`src/rtl/p405s_icu_fill_rd.sv`:
```
// I-cache line fill buffer, read side: captures a critical-word-first 8-word fill,
// serves fetch reads of captured words (with same-edge bypass), then drains the line in order.
module p405s_icu_fill_rd (
  input  logic        CB,
  input  logic        RSTN,
  input  logic        FillStart,
  input  logic [0:2]  FillStartWd,
  input  logic        FillVal,
  input  logic [0:31] FillData,
  input  logic        FillErr,
  input  logic        RdReq,
  input  logic [0:2]  RdWd,
  output logic        RdAck,
  output logic [0:31] RdData,
  output logic        RdErr,
  output logic        ArrWe,
  output logic [0:2]  ArrWd,
  output logic [0:31] ArrData,
  output logic        Busy,
  output logic        LineDone,
  output logic        LineErr
);

  typedef enum logic [1:0] {StIdle, StFill, StDrain} state_e;

  state_e      state_q, state_d;
  logic [0:31] words_q [8];
  logic [7:0]  valid_q, valid_d;
  logic        err_q, err_d;
  logic [2:0]  ptr_q, ptr_d;
  logic [3:0]  cnt_q, cnt_d;
  logic [2:0]  drain_q, drain_d;
  logic        rd_ack_q, rd_ack_d;
  logic [0:31] rd_data_q, rd_data_d;
  logic        rd_err_q, rd_err_d;

  logic        fill_we;
  logic        err_now;
  logic        rd_byp;
  logic        line_done;
  logic        line_err;

  assign fill_we = (state_q == StFill) && FillVal;
  assign err_now = err_q | (FillVal & FillErr);

  always_comb begin
    state_d   = state_q;
    valid_d   = valid_q;
    err_d     = err_q;
    ptr_d     = ptr_q;
    cnt_d     = cnt_q;
    drain_d   = drain_q;
    line_done = 1'b0;
    line_err  = 1'b0;
    case (state_q)
      StIdle: begin
        if (FillStart) begin
          valid_d = '0;
          err_d   = 1'b0;
          ptr_d   = FillStartWd;
          cnt_d   = 4'd0;
          state_d = StFill;
        end
      end
      StFill: begin
        if (FillVal) begin
          valid_d[ptr_q] = 1'b1;
          err_d          = err_now;
          ptr_d          = ptr_q + 3'd1;
          cnt_d          = cnt_q + 4'd1;
          if (cnt_q == 4'd7) begin
            // An errored line is never written into the array.
            if (err_now) begin
              line_done = 1'b1;
              line_err  = 1'b1;
              state_d   = StIdle;
            end else begin
              drain_d = 3'd0;
              state_d = StDrain;
            end
          end
        end
      end
      StDrain: begin
        drain_d = drain_q + 3'd1;
        if (drain_q == 3'd7) begin
          line_done = 1'b1;
          state_d   = StIdle;
        end
      end
      default: state_d = StIdle;
    endcase
  end

  // A word landing on this edge can be returned without waiting for its valid bit.
  always_comb begin
    rd_byp    = fill_we && (ptr_q == RdWd);
    rd_ack_d  = RdReq && (state_q != StIdle) && (valid_q[RdWd] || rd_byp);
    rd_data_d = rd_data_q;
    rd_err_d  = 1'b0;
    if (rd_ack_d) begin
      rd_data_d = rd_byp ? FillData : words_q[RdWd];
      rd_err_d  = err_q;
    end
  end

  always_ff @(posedge CB or negedge RSTN) begin
    if (!RSTN) begin
      state_q   <= StIdle;
      valid_q   <= '0;
      err_q     <= 1'b0;
      ptr_q     <= 3'd0;
      cnt_q     <= 4'd0;
      drain_q   <= 3'd0;
      rd_ack_q  <= 1'b0;
      rd_data_q <= '0;
      rd_err_q  <= 1'b0;
    end else begin
      state_q   <= state_d;
      valid_q   <= valid_d;
      err_q     <= err_d;
      ptr_q     <= ptr_d;
      cnt_q     <= cnt_d;
      drain_q   <= drain_d;
      rd_ack_q  <= rd_ack_d;
      rd_data_q <= rd_data_d;
      rd_err_q  <= rd_err_d;
    end
  end

  always_ff @(posedge CB) begin
    if (fill_we) begin
      words_q[ptr_q] <= FillData;
    end
  end

  assign RdAck    = rd_ack_q;
  assign RdData   = rd_data_q;
  assign RdErr    = rd_err_q;
  assign ArrWe    = (state_q == StDrain);
  assign ArrWd    = ArrWe ? drain_q : 3'd0;
  assign ArrData  = ArrWe ? words_q[drain_q] : '0;
  assign Busy     = (state_q != StIdle);
  assign LineDone = line_done;
  assign LineErr  = line_err;

endmodule

```
`config.mk`:
```
export PLATFORM = sky130hd
export DESIGN_NAME = p405s_icu_fill_rd
export DESIGN_NICKNAME = d
export VERILOG_FILES = /design/src/rtl/p405s_icu_fill_rd.sv
export SDC_FILE = /design/constraint.sdc
export NUM_CORES = 1
export LEC_CHECK = 0
export CORE_MARGIN = 2
export CORE_UTILIZATION = 58
export DETAILED_ROUTE_END_ITERATION = 16
export PLACE_DENSITY_LB_ADDON = 0.12
export SYNTH_ARGS = -nofsm -noshare
export SYNTH_HDL_FRONTEND = slang
export SYNTH_SLANG_ARGS = --single-unit
```
`constraint.sdc`:
```
create_clock -name CB -period 4.8 [get_ports CB]
set_clock_uncertainty 0.1 [all_clocks]
set_input_delay 0.96 -clock CB [delete_from_list [all_inputs] [get_ports CB]]
set_output_delay 0.96 -clock CB [all_outputs]
set_load 0.01 [all_outputs]
```
==> results by group, run 1 <==
GRT
  – Global route overflow: 0
  – Initial antenna violation count: 0
  – Largest net degree at the start of global routing: 60
  – GR met2 Demand/Resource: 0.4854
  – Routing usage on met3: 0.03955
  – GRT Util Overall: 0.2768
  – Vias in the first global route: 9153
  – First-pass GRT wire length: 53900 um
  – Met1 usage: 0.3690
  – Top Usage Layer GRT: met2

Timing
  – Worst-margin pin slew: 1134 ps
  – Setup TNS: 0 ps
  – Tcrit/Tclk final: 0.8487
  – Hold Vio Cnt, Final: 0
  – Tmin final: 4074 ps
  – Slew headroom: 0.2442
  – Pins Over Slew Limit: 0
  – Setup violators final: 0
  – FMAX: 245.5 MHz
  – Unrepaired setup endpoints after global routing: no
  – Fin Hold WS: 381.1 ps
  – Setup ws final: 726.4 ps

Worst setup path
  – Critical R2R Capture: words_q[4][6]
  – Worst reg-to-reg path cell count: 6
  – CP required: 3740 ps
  – Reg-to-reg startpoint: state_q[1]
  – FF-to-FF setup slack: 1950 ps
  – Setup crit end: ArrData[31]
  – Crit path DAT: between 3000 and 4000 ps
  – Max FO, Critical Path: 25
  – Crit path from: drain_q[0]
  – Nature of the critical path endpoint: output port
  – Critical path class: reg -> out
  – Crit path launch type: register

Synthesis
  – Most common cell in the synthesized netlist: edfxtp_1
  – Top_reg_cell synth: edfxtp_1
  – Total number of yosys warnings: 0
  – Yosys top cell area share: 0.5344
  – Synth area leaders: edfxtp_1, mux4_2, dfrtp_1, mux2i_1, nor2b_1
  – Synthesis-stage register bit count: 311
  – Synth area leader: edfxtp_1
  – Cells after synthesis: 860
  – Syn nets: 911
  – Sequential area share after synthesis: 0.6301
  – Top post-synthesis cells by count: edfxtp_1, mux4_2, mux2i_1, dfrtp_1, nand2_1
  – Mapped Area: 14390 sq um
  – Post-synthesis cell type count: 37
  – Post-synth EDFFs: 256
  – Ys async rst share: 0.1768
  – Mean Syn Cell Area: around 17 sq um

Floorplan
  – Die span in x: 161.5 um
  – Core Area: about 24000 sq um
  – DIE HEIGHT: between 150 and 200 um
  – Starting Density: 0.5915
  – Die area: 26080 sq um
  – I/O pin count: approximately 120
  – FP Rows: 57

CTS
  – Clock Latency Late Sink: 510 ps
  – Sink Count: about 310
  – Root buffer cell: clkbuf_16
  – CTS clk-pin slew, worst paths: approximately 60 ps
  – Setup Fix Bufs, Post-CTS: 0
  – CTS Buf Count: 34
  – TritonCTS clock tree: yes
  – Hold-fix buffers at CTS: 0
  – CTS resizes: 0
  – CTS max path bufs: 3
  – Number of H-tree levels: 2

Route
  – DR vias/cell: 6.491
  – DRT Pass-1 Iters: 5
  – DRT antenna net count: 0
  – Initial DRC count: between 700 and 800
  – DRC: 0
  – Drt wl/cell: 26.44 um
  – Final WL: 34930 um
  – Via count: 8574

Placed design
  – HPWL after DPL: between 20000 and 25000 um
  – Final Wtd Congestion: 0.8137
  – Dpl cells: roughly 1300
  – Pre-CTS setup slack: between 1000 and 1500 ps
  – Buffers on Ports: 116

Finish
  – Layout area overhead: 18.81%
  – Antenna diode count: 0
  – Layout cells sized above 1: 0.2106
  – Final nets: between 1000 and 1500
  – Non-Filler Instances: about 1300

Run status
  – Status: finished clean

Pwr
  – Power Total: 8.548 mW
  – Cell Pwr Density: 500.2 nW/um^2
  – Max VDD drop: roughly 0.33 mV
  – Leakage: 5.839 nW

Run
  – Total of max-cap violations: 0

Min path
  – Hold Crit Class: reg -> reg
  – Min-delay src: RdData[17]
metrics by stage:
stage / util / instance area (sq um)
after global placement: 0.6550 / 15930
after detailed placement: 0.6550 / 15930
final: 0.7028 / 17090
after floorplan: - / 14390
after CTS: 0.7028 / 17090
after global routing: 0.7028 / 17090
per-layer routing:
metal  up-vias  wire [um]
li1       3655          -
met1      4488      13720
met2       373      18260
met3        58       2311
met4         0        635
met5         -          0
placed cells by master, fill, tap and decap left out, types with 4 or more instances in the layout:
cell type,n
a211o_1,9
a21oi_1,34
a31oi_1,5
and2_1,5
buf_4,23
bufinv_16,5
clkbuf_1,9
clkbuf_16,37
clkdlybuf4s50_1,112
clkinv_1,6
dfrtp_1,52
edfxtp_1,256
ha_1,6
inv_1,6
mux2i_1,77
mux4_2,120
nand2_1,48
nand2b_1,4
nand3_1,4
nor2_1,41
nor2_4,6
nor2b_1,37
o21ai_0,41
o21ai_1,11
o22ai_1,11
registers in the layout (all words and copies together) (netlist names):
signal,count
RdAck,1
RdData,32
RdErr,1
cnt_q,4
drain_q,3
err_q,1
ptr_q,3
state_q,2
valid_q,8
words_q,256
how the worst min path moves through the flow:
stage                  to  slack, ps  cells past startpoint
3_5_place_dp   RdData[17]        370                      2
5_1_grt        RdData[17]        400                      2
6_report       RdData[17]        380                      2
2_1_floorplan  valid_q[2]        360                      2
3_3_place_gp   RdData[16]        360                      2
4_1_cts        RdData[17]        380                      2
worst max-delay path, cell delays in order (launching register included):
cell             delay (ps)
dfrtp_4                 770
buf_4                   350
mux4_2                  530
mux2i_1                 280
nor2b_1                  90
clkdlybuf4s50_1         490
cell families (layout without fill, tap and decap cells):
group | Yosys count | in the layout | synth area share
mux | 197 | 197 | 0.2415
simple gates | 155 | 155 | 0.05071
compound gates | 117 | 117 | 0.04654
flops | 311 | 311 | 0.6301
buf+inv | 70 | 207 | 0.02331
fa+ha+maj | 7 | 7 | 0.006088
xor+xnor | 3 | 3 | 0.001827
final cells by class:
type                    count  area (sq um)
repair buffers            141          1369
fillers                  1572          7228
clock buffers              48         987.2
multi-input cells         479          5060
well taps                 324         405.4
flip-flops and latches    311          9070
inverters                   7         26.28
clock inverters            11         173.9
report_power, final:
group,total [mW],internal (mW),switching (mW)
clock,2.70,1.70,1.01
sequential,3.56,3.27,0.286
combinational,2.29,1.14,1.14
Power figures use the tool's default switching activity.
==> run 2, diff against run 1 <==
Clock period 4.8 ns to 3.93 ns, I/O delays scaled along.
==> results by group, run 2 (same netlist as run 1, synthesis figures left out) <==
Run status
  – Status: finished clean (unchanged)

Worst setup path
  – CP max-delay cell: clkdlybuf4s50_1 (was dfrtp_4)
  – Crit path DAT: 2890 ps (was 3010 ps)
  – Nature of the critical path endpoint: output port (unchanged)
  – Ordered list of cells on the worst path: inv_1, ha_2, buf_4, nor2b_1, clkdlybuf4s50_1 (was buf_4, mux4_2, mux2i_1, nor2b_1, clkdlybuf4s50_1)
  – Crit path buf inv count: 3 (was 2)
  – Slowest cell delay on critical path: 610 ps (was 770 ps)
  – Crit path launch type: register (unchanged)
  – CP top delay family: buffers and inverters (unchanged)
  – Critical path class: reg -> out (unchanged)
  – Max FO, Critical Path: 25 (unchanged)
  – CP required: 3040 ps (was 3740 ps)

Timing
  – Pins Over Slew Limit: 0 (unchanged)
  – FMAX: 264.5 MHz
  – Worst-margin pin slew: 955.2 ps (was 1134 ps)
  – Setup violators final: 0 (unchanged)
  – Unrepaired setup endpoints after global routing: no (unchanged)
  – Setup ws final: 149.1 ps (was 726.4 ps)
  – Setup TNS: 0 ps (unchanged)
  – Tcrit/Tclk final: 0.9621
  – Hold Vio Cnt, Final: 0 (unchanged)
  – Tmin final: 3781 ps
  – Slew headroom: 0.3617 (was 0.2442)
  – Fin Hold WS: 150.3 ps (was 381.1 ps)

Placed design
  – Pre-CTS setup slack: 382.8 ps (was 1090 ps)
  – HPWL after DPL: 19850 um (was 20280 um)
  – Buffers on Ports: 116 (unchanged)
  – Placed cell areas: 16020 sq um (was 15930 sq um)
  – Final Wtd Congestion: 0.8257 (was 0.8137)

GRT
  – Largest net degree at the start of global routing: 74 (was 60)
  – GRT Util Overall: 0.2729 (was 0.2768)
  – Vias in the first global route: 9235 (was 9153)
  – Global route overflow: 0 (unchanged)
  – Initial antenna violation count: 0 (unchanged)
  – First-pass GRT wire length: 53430 um (was 53900 um)

Finish
  – Final nets: 1020 (was 1025)
  – Layout cells sized above 1: 0.2133 (was 0.2106)
  – Most frequent cells in the layout: edfxtp_1, mux4_2, clkdlybuf4s50_1, mux2i_1, dfrtp_1 (unchanged)
  – Layout area overhead: 18.42% (was 18.81%)
  – Largest Register: words_q (unchanged)
  – Antenna diode count: 0 (unchanged)
  – Final Cell Area: 17040 sq um (was 17090 sq um)
  – Max reg flops: 256 (unchanged)
  – Commonest non-fill, non-tap cell in the layout: edfxtp_1 (unchanged)

CTS
  – CTS resizes: 0 (unchanged)
  – TritonCTS clock tree: yes (unchanged)
  – Number of H-tree levels: 1 (was 2)
  – CTS max path bufs: 3 (unchanged)
  – Root buffer cell: clkbuf_16 (unchanged)
  – Setup Fix Bufs, Post-CTS: 0 (unchanged)
  – CTS Buf Count: 31 (was 34)
  – Clock Latency Late Sink: 570 ps (was 510 ps)
  – Hold-fix buffers at CTS: 0 (unchanged)
  – CTS clk-pin slew, worst paths: 60 ps (about the same)
  – Sink Count: 311 (unchanged)

Run
  – Total of max-cap violations: 0 (unchanged)

Route
  – Initial DRC count: 850 (was 710)
  – Drt wl/cell: 26.13 um (was 26.44 um)
  – Final WL: 34440 um (was 34930 um)
  – Via count: 8533 (was 8574)
  – DR vias/cell: 6.474 (was 6.491)
  – DRC: 0 (unchanged)
  – DRT Pass-1 Iters: 7 (was 5)
  – DRT antenna net count: 0 (unchanged)

Floorplan
  – Die span in x: 161.5 um (unchanged)
  – FP Rows: 57 (unchanged)
  – Die area: 26080 sq um (unchanged)
  – Core Area: 24320 sq um (unchanged)
  – I/O pin count: 117 (unchanged)
  – DIE HEIGHT: 161.5 um (unchanged)
  – Starting Density: 0.5915 (unchanged)

Pwr
  – Cell Pwr Density: 592.2 nW/um^2 (was 500.2 nW/um^2)
  – Max VDD drop: 0.4259 mV (was 0.3337 mV)
  – Leakage: 5.797 nW (was 5.839 nW)
  – Power Total: 10.09 mW (was 8.548 mW)

Min path
  – Hold Crit Class: in -> async (was reg -> reg)
run 2: path summary, 6_finish.rpt:
check                      startpoint     endpoint  slack (ps)  cells past startpoint
min                              RSTN   valid_q[3]         150                      1
min in group CB             RdData[6]    RdData[6]         390                      2
max in group asynchronous        RSTN   drain_q[0]        2570                      2
max reg2reg                state_q[1]        RdErr         950                      8
max                        state_q[0]  ArrData[22]         150                      5
min reg2reg                 RdData[6]    RdData[6]         390                      2
run 2: metrics by stage:
| stage | instances | util |
|---|---|---|
| after global placement | 1260 | 0.6585 |
| after global routing | 1318 | 0.7005 |
| after detailed placement | 1260 | 0.6585 |
| final | 1318 | 0.7005 |
| after floorplan | 860 | - |
| after CTS | 1318 | 0.7005 |
run 2: power by group:
group	total [mW]	switching, mW	internal, mW
logic	2.89	1.47	1.42
clock network	2.91	1.21	1.70
registers	4.29	0.290	4.00
run 2: cell type report:
| type | instances | area (sq um) |
|---|---|---|
| clock buffers | 49 | 943.4 |
| clock inverters | 9 | 76.32 |
| fillers | 1580 | 7284 |
| inverters | 7 | 26.28 |
| multi-input cells | 479 | 5060 |
| flip-flops and latches | 311 | 9070 |
| well taps | 324 | 405.4 |
| repair buffers | 139 | 1454 |
run 2: layer usage:
metal  vias to the layer above  track usage  wire, um  part of all wire
li1                       3641            -         -                 -
met1                      4413       0.3600     13130              0.38
met2                       411       0.4753     17800              0.52
met3                        68      0.04032      2488             0.072
met4                         0      0.08482      1018             0.030
met5                         -            0         0                 0
